--- config.mk ---
export PLATFORM = sky130hd
export DESIGN_NAME = decode_control_stage
export DESIGN_NICKNAME = d
export VERILOG_FILES = /design/src/rtl/decode_control_stage_pkg.sv /design/src/rtl/decode_control_stage_control_unit.sv /design/src/rtl/decode_control_stage.sv
export SDC_FILE = /design/constraint.sdc
export NUM_CORES = 1
export LEC_CHECK = 0
export BUFFER_PORTS_ARGS = -buffer_cell sky130_fd_sc_hd__buf_4
export CAP_MARGIN = 20
export CORE_MARGIN = 2
export CORE_UTILIZATION = 45
export CTS_CLUSTER_SIZE = 16
export DETAILED_ROUTE_END_ITERATION = 7
export PLACE_DENSITY = 0.72
export SYNTH_ARGS = -nofsm -noshare
export SYNTH_HDL_FRONTEND = slang
export SYNTH_HIERARCHICAL = 1
export SYNTH_SLANG_ARGS = --single-unit
export TNS_END_PERCENT = 100
--- constraint.sdc ---
create_clock -name CLK -period 2.84 [get_ports CLK]
set_clock_uncertainty 0.15 [all_clocks]
set_input_delay 0.142 -clock CLK [delete_from_list [all_inputs] [get_ports CLK]]
set_output_delay 0.142 -clock CLK [all_outputs]
set_load 0.005 [all_outputs]
--- src/rtl/decode_control_stage_pkg.sv ---
// ---------------------------------------------------------------------------
// decode_control_stage_pkg
// Shared definitions for the decode-stage control path: opcode and Func7
// encodings, ALU operation codes (ALU_CODE_W bits wide, including the
// M-extension codes), memory/immediate/source/result select codes, the
// registered control bundle, its bubble value and the multi-cycle sequencer
// state type.
// Optional feature macro used by the importing files: RV32M_DECODE_EN.
// ---------------------------------------------------------------------------
package decode_control_stage_pkg;

   localparam int ALU_CODE_W = 5;
   typedef logic [ALU_CODE_W-1:0] alu_code_t;

   localparam alu_code_t ALU_ADD    = 5'd0;
   localparam alu_code_t ALU_SUB    = 5'd1;
   localparam alu_code_t ALU_AND    = 5'd2;
   localparam alu_code_t ALU_OR     = 5'd3;
   localparam alu_code_t ALU_XOR    = 5'd4;
   localparam alu_code_t ALU_SLL    = 5'd5;
   localparam alu_code_t ALU_SRL    = 5'd6;
   localparam alu_code_t ALU_SRA    = 5'd7;
   localparam alu_code_t ALU_SLT    = 5'd8;
   localparam alu_code_t ALU_SLTU   = 5'd9;
   localparam alu_code_t ALU_MUL    = 5'd10;
   localparam alu_code_t ALU_MULH   = 5'd11;
   localparam alu_code_t ALU_MULHSU = 5'd12;
   localparam alu_code_t ALU_MULHU  = 5'd13;
   localparam alu_code_t ALU_DIV    = 5'd14;
   localparam alu_code_t ALU_DIVU   = 5'd15;
   localparam alu_code_t ALU_REM    = 5'd16;
   localparam alu_code_t ALU_REMU   = 5'd17;

   localparam logic [6:0] OP_RTYPE  = 7'b0110011;
   localparam logic [6:0] OP_IALU   = 7'b0010011;
   localparam logic [6:0] OP_JALR   = 7'b1100111;
   localparam logic [6:0] OP_LOAD   = 7'b0000011;
   localparam logic [6:0] OP_STORE  = 7'b0100011;
   localparam logic [6:0] OP_BRANCH = 7'b1100011;
   localparam logic [6:0] OP_AUIPC  = 7'b0010111;
   localparam logic [6:0] OP_LUI    = 7'b0110111;
   localparam logic [6:0] OP_JAL    = 7'b1101111;

   localparam logic [6:0] F7_BASE   = 7'b0000000;
   localparam logic [6:0] F7_ALT    = 7'b0100000;
   localparam logic [6:0] F7_MULDIV = 7'b0000001;

   // MEM_Control carries Func3 directly, so these match the load/store Func3.
   localparam logic [2:0] MEM_BYTE  = 3'b000;
   localparam logic [2:0] MEM_HALF  = 3'b001;
   localparam logic [2:0] MEM_WORD  = 3'b010;
   localparam logic [2:0] MEM_BYTEU = 3'b100;
   localparam logic [2:0] MEM_HALFU = 3'b101;

   localparam logic [2:0] IMM_I = 3'd0;
   localparam logic [2:0] IMM_S = 3'd1;
   localparam logic [2:0] IMM_B = 3'd2;
   localparam logic [2:0] IMM_U = 3'd3;
   localparam logic [2:0] IMM_J = 3'd4;

   localparam logic BRANCH_PC  = 1'b0;
   localparam logic BRANCH_REG = 1'b1;
   localparam logic SRCA_REG   = 1'b0;
   localparam logic SRCA_PC    = 1'b1;
   localparam logic SRCB_REG   = 1'b0;
   localparam logic SRCB_IMM   = 1'b1;

   localparam logic [1:0] RESULT_ALU = 2'd0;
   localparam logic [1:0] RESULT_MEM = 2'd1;
   localparam logic [1:0] RESULT_PC4 = 2'd2;
   localparam logic [1:0] RESULT_IMM = 2'd3;

   typedef struct packed {
      logic       reg_w_en;
      logic       mem_w_en;
      logic       jump_en;
      logic       branch_en;
      logic [2:0] mem_control;
      alu_code_t  alu_control;
      logic [2:0] imm_type_sel;
      logic       branch_src_sel;
      logic       alu_srca_sel;
      logic       alu_srcb_sel;
      logic [1:0] result_src_sel;
   } ctrl_bundle_t;

   localparam ctrl_bundle_t CTRL_BUBBLE = '{
      reg_w_en:       1'b0,
      mem_w_en:       1'b0,
      jump_en:        1'b0,
      branch_en:      1'b0,
      mem_control:    MEM_BYTE,
      alu_control:    ALU_ADD,
      imm_type_sel:   IMM_I,
      branch_src_sel: BRANCH_PC,
      alu_srca_sel:   SRCA_REG,
      alu_srcb_sel:   SRCB_REG,
      result_src_sel: RESULT_ALU
   };

   typedef enum logic [0:0] {
      IDLE = 1'b0,
      WAIT = 1'b1
   } seq_state_t;

   // Base integer op selected by Func3 (Func7 variants handled by the caller).
   function automatic alu_code_t base_alu(input logic [2:0] func3);
      case (func3)
         3'b000:  return ALU_ADD;
         3'b001:  return ALU_SLL;
         3'b010:  return ALU_SLT;
         3'b011:  return ALU_SLTU;
         3'b100:  return ALU_XOR;
         3'b101:  return ALU_SRL;
         3'b110:  return ALU_OR;
         default: return ALU_AND;
      endcase
   endfunction

   function automatic alu_code_t muldiv_alu(input logic [2:0] func3);
      case (func3)
         3'b000:  return ALU_MUL;
         3'b001:  return ALU_MULH;
         3'b010:  return ALU_MULHSU;
         3'b011:  return ALU_MULHU;
         3'b100:  return ALU_DIV;
         3'b101:  return ALU_DIVU;
         3'b110:  return ALU_REM;
         default: return ALU_REMU;
      endcase
   endfunction

   function automatic logic is_muldiv(input alu_code_t code);
      return (code >= ALU_MUL) && (code <= ALU_REMU);
   endfunction

endpackage

--- src/rtl/decode_control_stage_control_unit.sv ---
// ---------------------------------------------------------------------------
// control_unit
// Combinational RV32I decoder producing the control bundle for one
// instruction, plus an Illegal flag. Illegal encodings return CTRL_BUBBLE.
// Macro RV32M_DECODE_EN: when defined, Func7=0000001 on the R-type opcode
// decodes to the M-extension ALU codes; otherwise those encodings are illegal.
// Ports:
//   Instr   in  32  instruction word
//   Ctrl    out     decoded control bundle
//   Illegal out 1   instruction could not be decoded
// ---------------------------------------------------------------------------
module control_unit
   import decode_control_stage_pkg::*;
(
   input  logic [31:0]  Instr,
   output ctrl_bundle_t Ctrl,
   output logic         Illegal
);

   logic [6:0] opcode;
   logic [2:0] func3;
   logic [6:0] func7;
   logic       unused_fields;

   assign opcode        = Instr[6:0];
   assign func3         = Instr[14:12];
   assign func7         = Instr[31:25];
   assign unused_fields = ^{Instr[24:15], Instr[11:7]};

   always_comb begin
      Ctrl    = CTRL_BUBBLE;
      Illegal = 1'b0;
      case (opcode)
         OP_RTYPE: begin
            Ctrl.reg_w_en = 1'b1;
            if (func7 == F7_BASE)
               Ctrl.alu_control = base_alu(func3);
            else if (func7 == F7_ALT && func3 == 3'b000)
               Ctrl.alu_control = ALU_SUB;
            else if (func7 == F7_ALT && func3 == 3'b101)
               Ctrl.alu_control = ALU_SRA;
`ifdef RV32M_DECODE_EN
            else if (func7 == F7_MULDIV)
               Ctrl.alu_control = muldiv_alu(func3);
`endif
            else
               Illegal = 1'b1;
         end
         OP_IALU: begin
            Ctrl.reg_w_en     = 1'b1;
            Ctrl.alu_srcb_sel = SRCB_IMM;
            Ctrl.alu_control  = base_alu(func3);
            // Shift-immediates reuse Func7 as shamt[11:5]; only two values are legal.
            if (func3 == 3'b001 && func7 != F7_BASE)
               Illegal = 1'b1;
            else if (func3 == 3'b101) begin
               if (func7 == F7_ALT)
                  Ctrl.alu_control = ALU_SRA;
               else if (func7 != F7_BASE)
                  Illegal = 1'b1;
            end
         end
         OP_JALR: begin
            Ctrl.reg_w_en       = 1'b1;
            Ctrl.jump_en        = 1'b1;
            Ctrl.branch_src_sel = BRANCH_REG;
            Ctrl.alu_srcb_sel   = SRCB_IMM;
            Ctrl.result_src_sel = RESULT_PC4;
            Illegal             = (func3 != 3'b000);
         end
         OP_LOAD: begin
            Ctrl.reg_w_en       = 1'b1;
            Ctrl.mem_control    = func3;
            Ctrl.alu_srcb_sel   = SRCB_IMM;
            Ctrl.result_src_sel = RESULT_MEM;
            Illegal = !(func3 inside {MEM_BYTE, MEM_HALF, MEM_WORD, MEM_BYTEU, MEM_HALFU});
         end
         OP_STORE: begin
            Ctrl.mem_w_en     = 1'b1;
            Ctrl.mem_control  = func3;
            Ctrl.imm_type_sel = IMM_S;
            Ctrl.alu_srcb_sel = SRCB_IMM;
            Illegal = !(func3 inside {MEM_BYTE, MEM_HALF, MEM_WORD});
         end
         OP_BRANCH: begin
            // The branch condition travels on MEM_Control; MEM_W_En stays 0.
            Ctrl.branch_en    = 1'b1;
            Ctrl.mem_control  = func3;
            Ctrl.alu_control  = ALU_SUB;
            Ctrl.imm_type_sel = IMM_B;
            Illegal = (func3 == 3'b010) || (func3 == 3'b011);
         end
         OP_AUIPC: begin
            Ctrl.reg_w_en     = 1'b1;
            Ctrl.imm_type_sel = IMM_U;
            Ctrl.alu_srca_sel = SRCA_PC;
            Ctrl.alu_srcb_sel = SRCB_IMM;
         end
         OP_LUI: begin
            Ctrl.reg_w_en       = 1'b1;
            Ctrl.imm_type_sel   = IMM_U;
            Ctrl.result_src_sel = RESULT_IMM;
         end
         OP_JAL: begin
            Ctrl.reg_w_en       = 1'b1;
            Ctrl.jump_en        = 1'b1;
            Ctrl.imm_type_sel   = IMM_J;
            Ctrl.result_src_sel = RESULT_PC4;
         end
         default: Illegal = 1'b1;
      endcase
      if (Illegal)
         Ctrl = CTRL_BUBBLE;
   end

endmodule

--- src/rtl/decode_control_stage.sv ---
// ---------------------------------------------------------------------------
// decode_control_stage
// Decodes the IF/ID instruction and registers the control bundle into the
// ID/EX (E) register with valid tracking, stall/flush handling, illegal
// flagging with a saturating counter, and a multi-cycle issue sequencer for
// M-extension ops.
// Macro RV32M_DECODE_EN: enables M decode and the sequencer; when undefined
// the sequencer is absent and Busy is tied to 0.
// Ports:
//   CLK, RST (sync, active-low)       clock and reset
//   Instr_Valid, Instr[31:0]          IF/ID instruction
//   Stall, Flush                      hazard hold / bubble insert
//   Busy                              sequencer active, front end must hold
//   Valid_E, Illegal_E, *_E           registered E-stage control bundle
//   Illegal_Count[CNT_W-1:0]          saturating illegal-instruction count
// ---------------------------------------------------------------------------
module decode_control_stage
   import decode_control_stage_pkg::*;
#(
   parameter int ALU_CTRL_W = ALU_CODE_W,
   parameter int CNT_W      = 16,
   parameter int MULDIV_LAT = 4
) (
   input  logic                  CLK,
   input  logic                  RST,
   input  logic                  Instr_Valid,
   input  logic [31:0]           Instr,
   input  logic                  Stall,
   input  logic                  Flush,
   output logic                  Busy,
   output logic                  Valid_E,
   output logic                  Illegal_E,
   output logic                  REG_W_En_E,
   output logic                  MEM_W_En_E,
   output logic                  Jump_En_E,
   output logic                  Branch_En_E,
   output logic [2:0]            MEM_Control_E,
   output logic [ALU_CTRL_W-1:0] ALU_Control_E,
   output logic [2:0]            Imm_Type_Sel_E,
   output logic                  Branch_Src_Sel_E,
   output logic                  ALU_SrcA_Sel_E,
   output logic                  ALU_SrcB_Sel_E,
   output logic [1:0]            Result_Src_Sel_E,
   output logic [CNT_W-1:0]      Illegal_Count
);

   function automatic logic [CNT_W-1:0] sat_inc(input logic [CNT_W-1:0] v);
      return (&v) ? v : v + 1'b1;
   endfunction

   ctrl_bundle_t       dec_ctrl;
   logic               dec_illegal;
   ctrl_bundle_t       e_d, e_q;
   logic               valid_d, valid_q;
   logic               illegal_d, illegal_q;
   logic [CNT_W-1:0]   cnt_d, cnt_q;
   logic               busy;

   control_unit u_control_unit (
      .Instr   (Instr),
      .Ctrl    (dec_ctrl),
      .Illegal (dec_illegal)
   );

   always_comb begin
      e_d       = e_q;
      valid_d   = valid_q;
      illegal_d = illegal_q;
      cnt_d     = cnt_q;
      if (Flush) begin
         e_d       = CTRL_BUBBLE;
         valid_d   = 1'b0;
         illegal_d = 1'b0;
      end else if (Stall || busy) begin
         // hold
      end else if (Instr_Valid) begin
         e_d       = dec_ctrl;
         valid_d   = 1'b1;
         illegal_d = dec_illegal;
         if (dec_illegal)
            cnt_d = sat_inc(cnt_q);
      end else begin
         e_d       = CTRL_BUBBLE;
         valid_d   = 1'b0;
         illegal_d = 1'b0;
      end
   end

   always_ff @(posedge CLK) begin
      if (!RST) begin
         e_q       <= CTRL_BUBBLE;
         valid_q   <= 1'b0;
         illegal_q <= 1'b0;
         cnt_q     <= '0;
      end else begin
         e_q       <= e_d;
         valid_q   <= valid_d;
         illegal_q <= illegal_d;
         cnt_q     <= cnt_d;
      end
   end

`ifdef RV32M_DECODE_EN
   localparam int WAIT_W = $clog2(MULDIV_LAT);

   seq_state_t        state_d, state_q;
   logic [WAIT_W-1:0] wait_d, wait_q;

   always_comb begin
      state_d = state_q;
      wait_d  = wait_q;
      if (Flush) begin
         state_d = IDLE;
         wait_d  = '0;
      end else if (state_q == WAIT) begin
         // Stall does not pause the count; the last decrement returns to IDLE
         // so the posedge after Busy falls can load.
         wait_d = wait_q - 1'b1;
         if (wait_q == WAIT_W'(1))
            state_d = IDLE;
      end else if (!Stall && Instr_Valid && !dec_illegal && is_muldiv(dec_ctrl.alu_control)) begin
         state_d = WAIT;
         wait_d  = WAIT_W'(MULDIV_LAT - 1);
      end
   end

   always_ff @(posedge CLK) begin
      if (!RST) begin
         state_q <= IDLE;
         wait_q  <= '0;
      end else begin
         state_q <= state_d;
         wait_q  <= wait_d;
      end
   end

   assign busy = (state_q == WAIT);
`else
   localparam int unused_muldiv_lat = MULDIV_LAT;
   assign busy = 1'b0;
`endif

   assign Busy             = busy;
   assign Valid_E          = valid_q;
   assign Illegal_E        = illegal_q;
   assign REG_W_En_E       = e_q.reg_w_en;
   assign MEM_W_En_E       = e_q.mem_w_en;
   assign Jump_En_E        = e_q.jump_en;
   assign Branch_En_E      = e_q.branch_en;
   assign MEM_Control_E    = e_q.mem_control;
   assign ALU_Control_E    = ALU_CTRL_W'(e_q.alu_control);
   assign Imm_Type_Sel_E   = e_q.imm_type_sel;
   assign Branch_Src_Sel_E = e_q.branch_src_sel;
   assign ALU_SrcA_Sel_E   = e_q.alu_srca_sel;
   assign ALU_SrcB_Sel_E   = e_q.alu_srcb_sel;
   assign Result_Src_Sel_E = e_q.result_src_sel;
   assign Illegal_Count    = cnt_q;

endmodule

### After elaboration in Yosys (flattened, before gate mapping)

Index checks and enable logic that the tools add are counted.

* register bits after elaboration: 38
* logic and storage cells: 86
* input bits: 37
* output and inout port bits: 39

* reductions and logical operators: 21
* equality and inequality tests: 16
* add/sub/neg operators: 1
* bitwise gates (word level): 4
* mux-type cells: 30

Operators with widths (number)
* $mux 20: 2
* $eq 7x6->1 const B: 4
* $pmux 4 s7: 1
* $eq 7x7->1 const B: 3
* $mux 5: 4
* $add 16x1->16 const B: 1
* $mux 1: 16
* $reduce_and 16->1: 1
* $pmux 5 s3: 1
* $eq 7x5->1 const B: 2
* $pmux 3 s4: 1
* $eq 3x3->1 const B: 3
* $eq 7x2->1 const B: 1
* $logic_not 7->1: 1
* $pmux 1 s7: 1
* $reduce_bool 7->1: 1
* $reduce_or 7->1: 1
* $eq 3x2->1 const B: 2
* $mux 3: 2
* $pmux 2 s3: 1
* $reduce_bool 3->1: 2
* $reduce_or 2->1: 3
* $reduce_or 3->1: 2
* $reduce_and 5->1: 1
* 9 further kinds: 15

### Logic depth before layout (Yosys ltp)

* depth in word-level cells: 8
* mapped depth: 10
* gate-level depth less buffers: 8

### Modules after synthesis

The synthesis kept the hierarchy.

By module, submodules not included
* decode_control_stage: times used 1, sequential area each 760.7 µm², cells an instance 173, area each 1584.0 µm²
* control_unit: times used 1, sequential area each 0.0 µm², cells an instance 103, area each 765.7 µm²

### Worst setup path after synthesis

OpenSTA, ideal clock, no wires.

* kind: input to register
* start: input Instr[2]
* end: register cnt_q[3], in the netlist Illegal_Count[3]
* arrival time: 2.383 ns
* data required time: 2.620 ns
* slack: 0.237 ns
* buffers on the path: 2
* library setup time: 0.070 ns
* stages: 10
* cells stage by stage: nand4bb_1 buf_6 or3b_4 a31oi_4 buf_6 a21o_1 nand2_1 or3_4 or4_1 a21oi_1

* cells in the longest elaborated chain, start to end: 4
* elaborated cells on any way between the ends: 12

RTL lines
* start: declaration: line decode_control_stage.sv:27 `input logic [31:0] Instr,`
* $eq 7x6->1 (tied with other cells): line decode_control_stage_control_unit.sv:33 `case (opcode)`
* $reduce_or 3->1 (no line)
* $pmux 1 s7 (*): line decode_control_stage_control_unit.sv:33
* via dec_illegal: line decode_control_stage.sv:52 `logic dec_illegal;`
* $reduce_and 5->1 (no line) (*)
* end signal: assignment: line decode_control_stage.sv:99 `cnt_q <= cnt_d;`
* end: declaration: line decode_control_stage.sv:56 `logic [CNT_W-1:0] cnt_d, cnt_q;`

Mark *: on every way through the listed nets, which the timed path passes. The rest lies on a longest branch.
A chain may end at the register's enable or synchronous reset.

### Worst setup path in the final report

* start: input Instr[2]
* end: register cnt_q[7], in the netlist Illegal_Count[7]

Same word-level chain as after synthesis.

==> metrics.md <==
| Metric | Value |
|---|---|
| Initial antenna violation count | 0 |
| First-pass GRT wire length | 9960 um |
| Mapped cell area | 2350 sq um |
| VDD IR max | 0.305 mV |
| Clk buf depth | 2 |
| Largest net degree at the start of global routing | 27 |
| Die width | 76.3 um |
| Pre-Repair DR Iteration Count | 4 |
| All-layer global routing usage | 0.205 |
| Residual DRC | 0 |
| Final min period | 2300 ps |
| Vias in the first global route | 2173 |
| Vias post-DR | 2293 |
| Adder-cell area share of the yosys netlist | 0.00532 |
| Leading area contributor after synthesis | dfxtp_1 |
| FFs w/ async S/R, synth | 0 |
| Worst-Margin Slew | 812 ps |
| Die Area | 5820 sq um |
| Wirelength per Cell | 14.2 um |
| NumNets Final | 364 |
| CP arrival | 2370 ps |
| Worst Path Required | 2910 ps |
| Post-synth cell types | 56 |
| Static Leak | 1.06 nW |
| Endpoints failing setup | 0 |
| Most frequent cells in the layout | buf_4 (64), dfxtp_1 (38), nor2_1 (34) |
| TritonCTS clock tree | built |
| Clk Latency, worst-skew pair | 290 ps |
| Synth Area in XOR/XNOR | 0.00373 |
| Share of cells above drive strength 1 | 0.282 |
| Clk pin slew, worst setup/hold paths | 70 ps |
| Worst Setup End Kind | flip-flop |
| Primary FF master, synth | dfxtp_1 |
| Post-synthesis simple-gate area fraction | 0.308 |
| Status | completed |
| CTS Buf Count | 5 |
| Slew Limit Fails | 0 |
| Post-placement cell count | 388 |
| DRT Wirelength | 5620 um |
| CTS sink cnt | 38 |
| Grt ovf | 0 |
| CP Class | in -> reg |
| Syn Area/Cell | 8.51 sq um |
| IO Port Bufs | 59 |
| Worst-path fanout max | 13 |
| Hold crit path type | in -> reg |
| Part of the cycle the worst path needs | 0.811 |
| Mux cell area share after synthesis | 0.00852 |
| Setup TNS | 0 ps |
| # H-tree levels | 2 |
| Grt met2 use | 0.365 |
| Dpl hpwl | 4080 um |
| Largest cells by area after synthesis | dfxtp_1 (32%), a22oi_1 (7.0%), nor2_1 (5.4%), a211oi_2 (4.3%), a21oi_1 (3.8%) |
| Core ar. | 5070 sq um |
| Placer congestion estimate | 0.868 |
| Final Hold Viols | 0 |
| Post-synth top area share | 0.324 |
| Iteration-0 DRC count of the detailed router | 119 |
| Max-Cap Viols | 0 |
| Syn_nets | 314 |
| #FFs+latches synth | 38 |
| Post-CTS Resized | 0 |
| Met3 GRT Util | 0.0450 |
| Busiest grt layer | met2 |
| Final Core Density | 0.570 |
| Combinational family with the most area after synthesis | simple AND/OR/NAND/NOR gates |
| Post-synthesis sequential area ratio | 0.324 |
| Rel. slew slack | 0.458 |
| Compound-Gate Fraction of Synth Area | 0.280 |
| Synth Instances | 276 |
| EDFF count, synth | 0 |
| I/O Pins | 76 |
| Initial core utilization | 0.463 |
| Number of cell rows | 26 |
| Hold_ws | 114 ps |
| Via density | 5.79 |
| Commonest non-fill, non-tap cell in the layout | buf_4 |
| Finished Layout Cells | 396 |
| RSZ-0062 raised after global routing | no |
| Die Y | 76.3 um |
| Area delta synth->final | 23.1% |
| Ant diodes | 0 |
| CTS root buf | clkbuf_8 |
| # Post-CTS Setup Buffers | 0 |
| Pwr Density | 390 nW/um^2 |
| Critical Path Start Type | input port |
| DRT antenna net count | 0 |
| Synth warn | 6 |
| Grt met1 use | 0.245 |
| Achievable Freq | 434 MHz |
-- worst max-delay path, stage by stage --
cell,delay (ps)
buf_4,150
nand4bb_1,220
or3b_4,430
a31oi_4,160
a21o_1,190
nand2_1,80
or3_4,350
or4_1,510
a21oi_1,140
-- synth_stat cells, types with 2 or more instances --
cell type and n:
buf_4 2, and2_1 2, a21o_1 2, nand2b_1 4
inv_1 3, a2111oi_2 2, dfxtp_1 38, conb_1 2
a31oi_1 2, o21bai_1 3, o31ai_1 8, buf_2 4
and4_1 3, and3_1 3, clkbuf_1 9, nand2_1 14
a211oi_2 8, mux2i_1 2, nor3_1 3, or2_2 2
buf_6 7, nor4_4 2, or3_1 6, a211oi_1 3
a22oi_1 22, and3b_1 4, o21ai_0 12, nand4_1 7
or4_1 8, nand3_1 11, nor2_1 34, a21oi_1 18
nor2b_1 3
-- cells by family after synthesis --
family	Yosys count
other	2
adders and majority gates	1
xor gates and xnor gates	1
AOI/OAI and AO/OA	88
buffers and inverters	25
DFF	38
and+or+nand+nor	119
muxes	2
-- power breakdown --
group | internal [mW] | total (mW) | switching [mW] | leakage [nW]
Sequential | 0.535 | 0.537 | 0.00199 | 0.306
Combinational | 0.0497 | 0.125 | 0.0757 | 0.694
Clock | 0.281 | 0.465 | 0.184 | 0.0573
-- flip-flops by register name, summed over array words and instances (netlist names) --
| register | flops |
|---|---|
| MEM_Control_E | 3 |
| Jump_En_E | 1 |
| ALU_SrcA_Sel_E | 1 |
| ALU_Control_E | 5 |
| Branch_Src_Sel_E | 1 |
| ALU_SrcB_Sel_E | 1 |
| Illegal_E | 1 |
| Illegal_Count | 16 |
| REG_W_En_E | 1 |
| Imm_Type_Sel_E | 3 |
| MEM_W_En_E | 1 |
| Branch_En_E | 1 |
| Result_Src_Sel_E | 2 |
| Valid_E | 1 |
-- per-layer routing --
| metal | part of all wire | wire length [um] |
|---|---|---|
| met4 | 0.0080 | 45 |
| met1 | 0.43 | 2420 |
| met5 | 0 | 0 |
| met2 | 0.52 | 2900 |
| met3 | 0.045 | 254 |
-- metrics by stage --
step	worst slack, ps	total power, mW	cell area, sq um
2_1_floorplan	237	0.633	2350
3_3_place_gp	266	0.671	2770
3_5_place_dp	240	0.673	2770
4_1_cts	549	1.14	2890
5_1_grt	317	1.17	2890
6_report	536	1.13	2890
-- area by class of cell --
type	instances	area (sq um)
clock buffers	6	82.6
clock inverters	1	30.0
fillers	481	2180
inverters	3	11.3
multi-input cells	213	1430
flip-flops and latches	38	761
well taps	70	87.6
repair buffers	65	490
-- path summary, 6_finish.rpt --
kind	start	endpoint	slack, ps	cells past startpoint
setup reg to reg	Illegal_Count[0]	Illegal_Count[11]	880	5
hold / removal	Instr[3]	Imm_Type_Sel_E[2]	110	4
setup / recovery	Instr[2]	Illegal_Count[7]	540	9
hold reg to reg	Illegal_E	Illegal_E	350	2
-- what timing repair did --
item                                   CTS  global route
hold buffers                             1             0
endpoints found under the hold margin    1             0
setup endpoints to repair                0             0
Power figures use the tool's default switching activity.
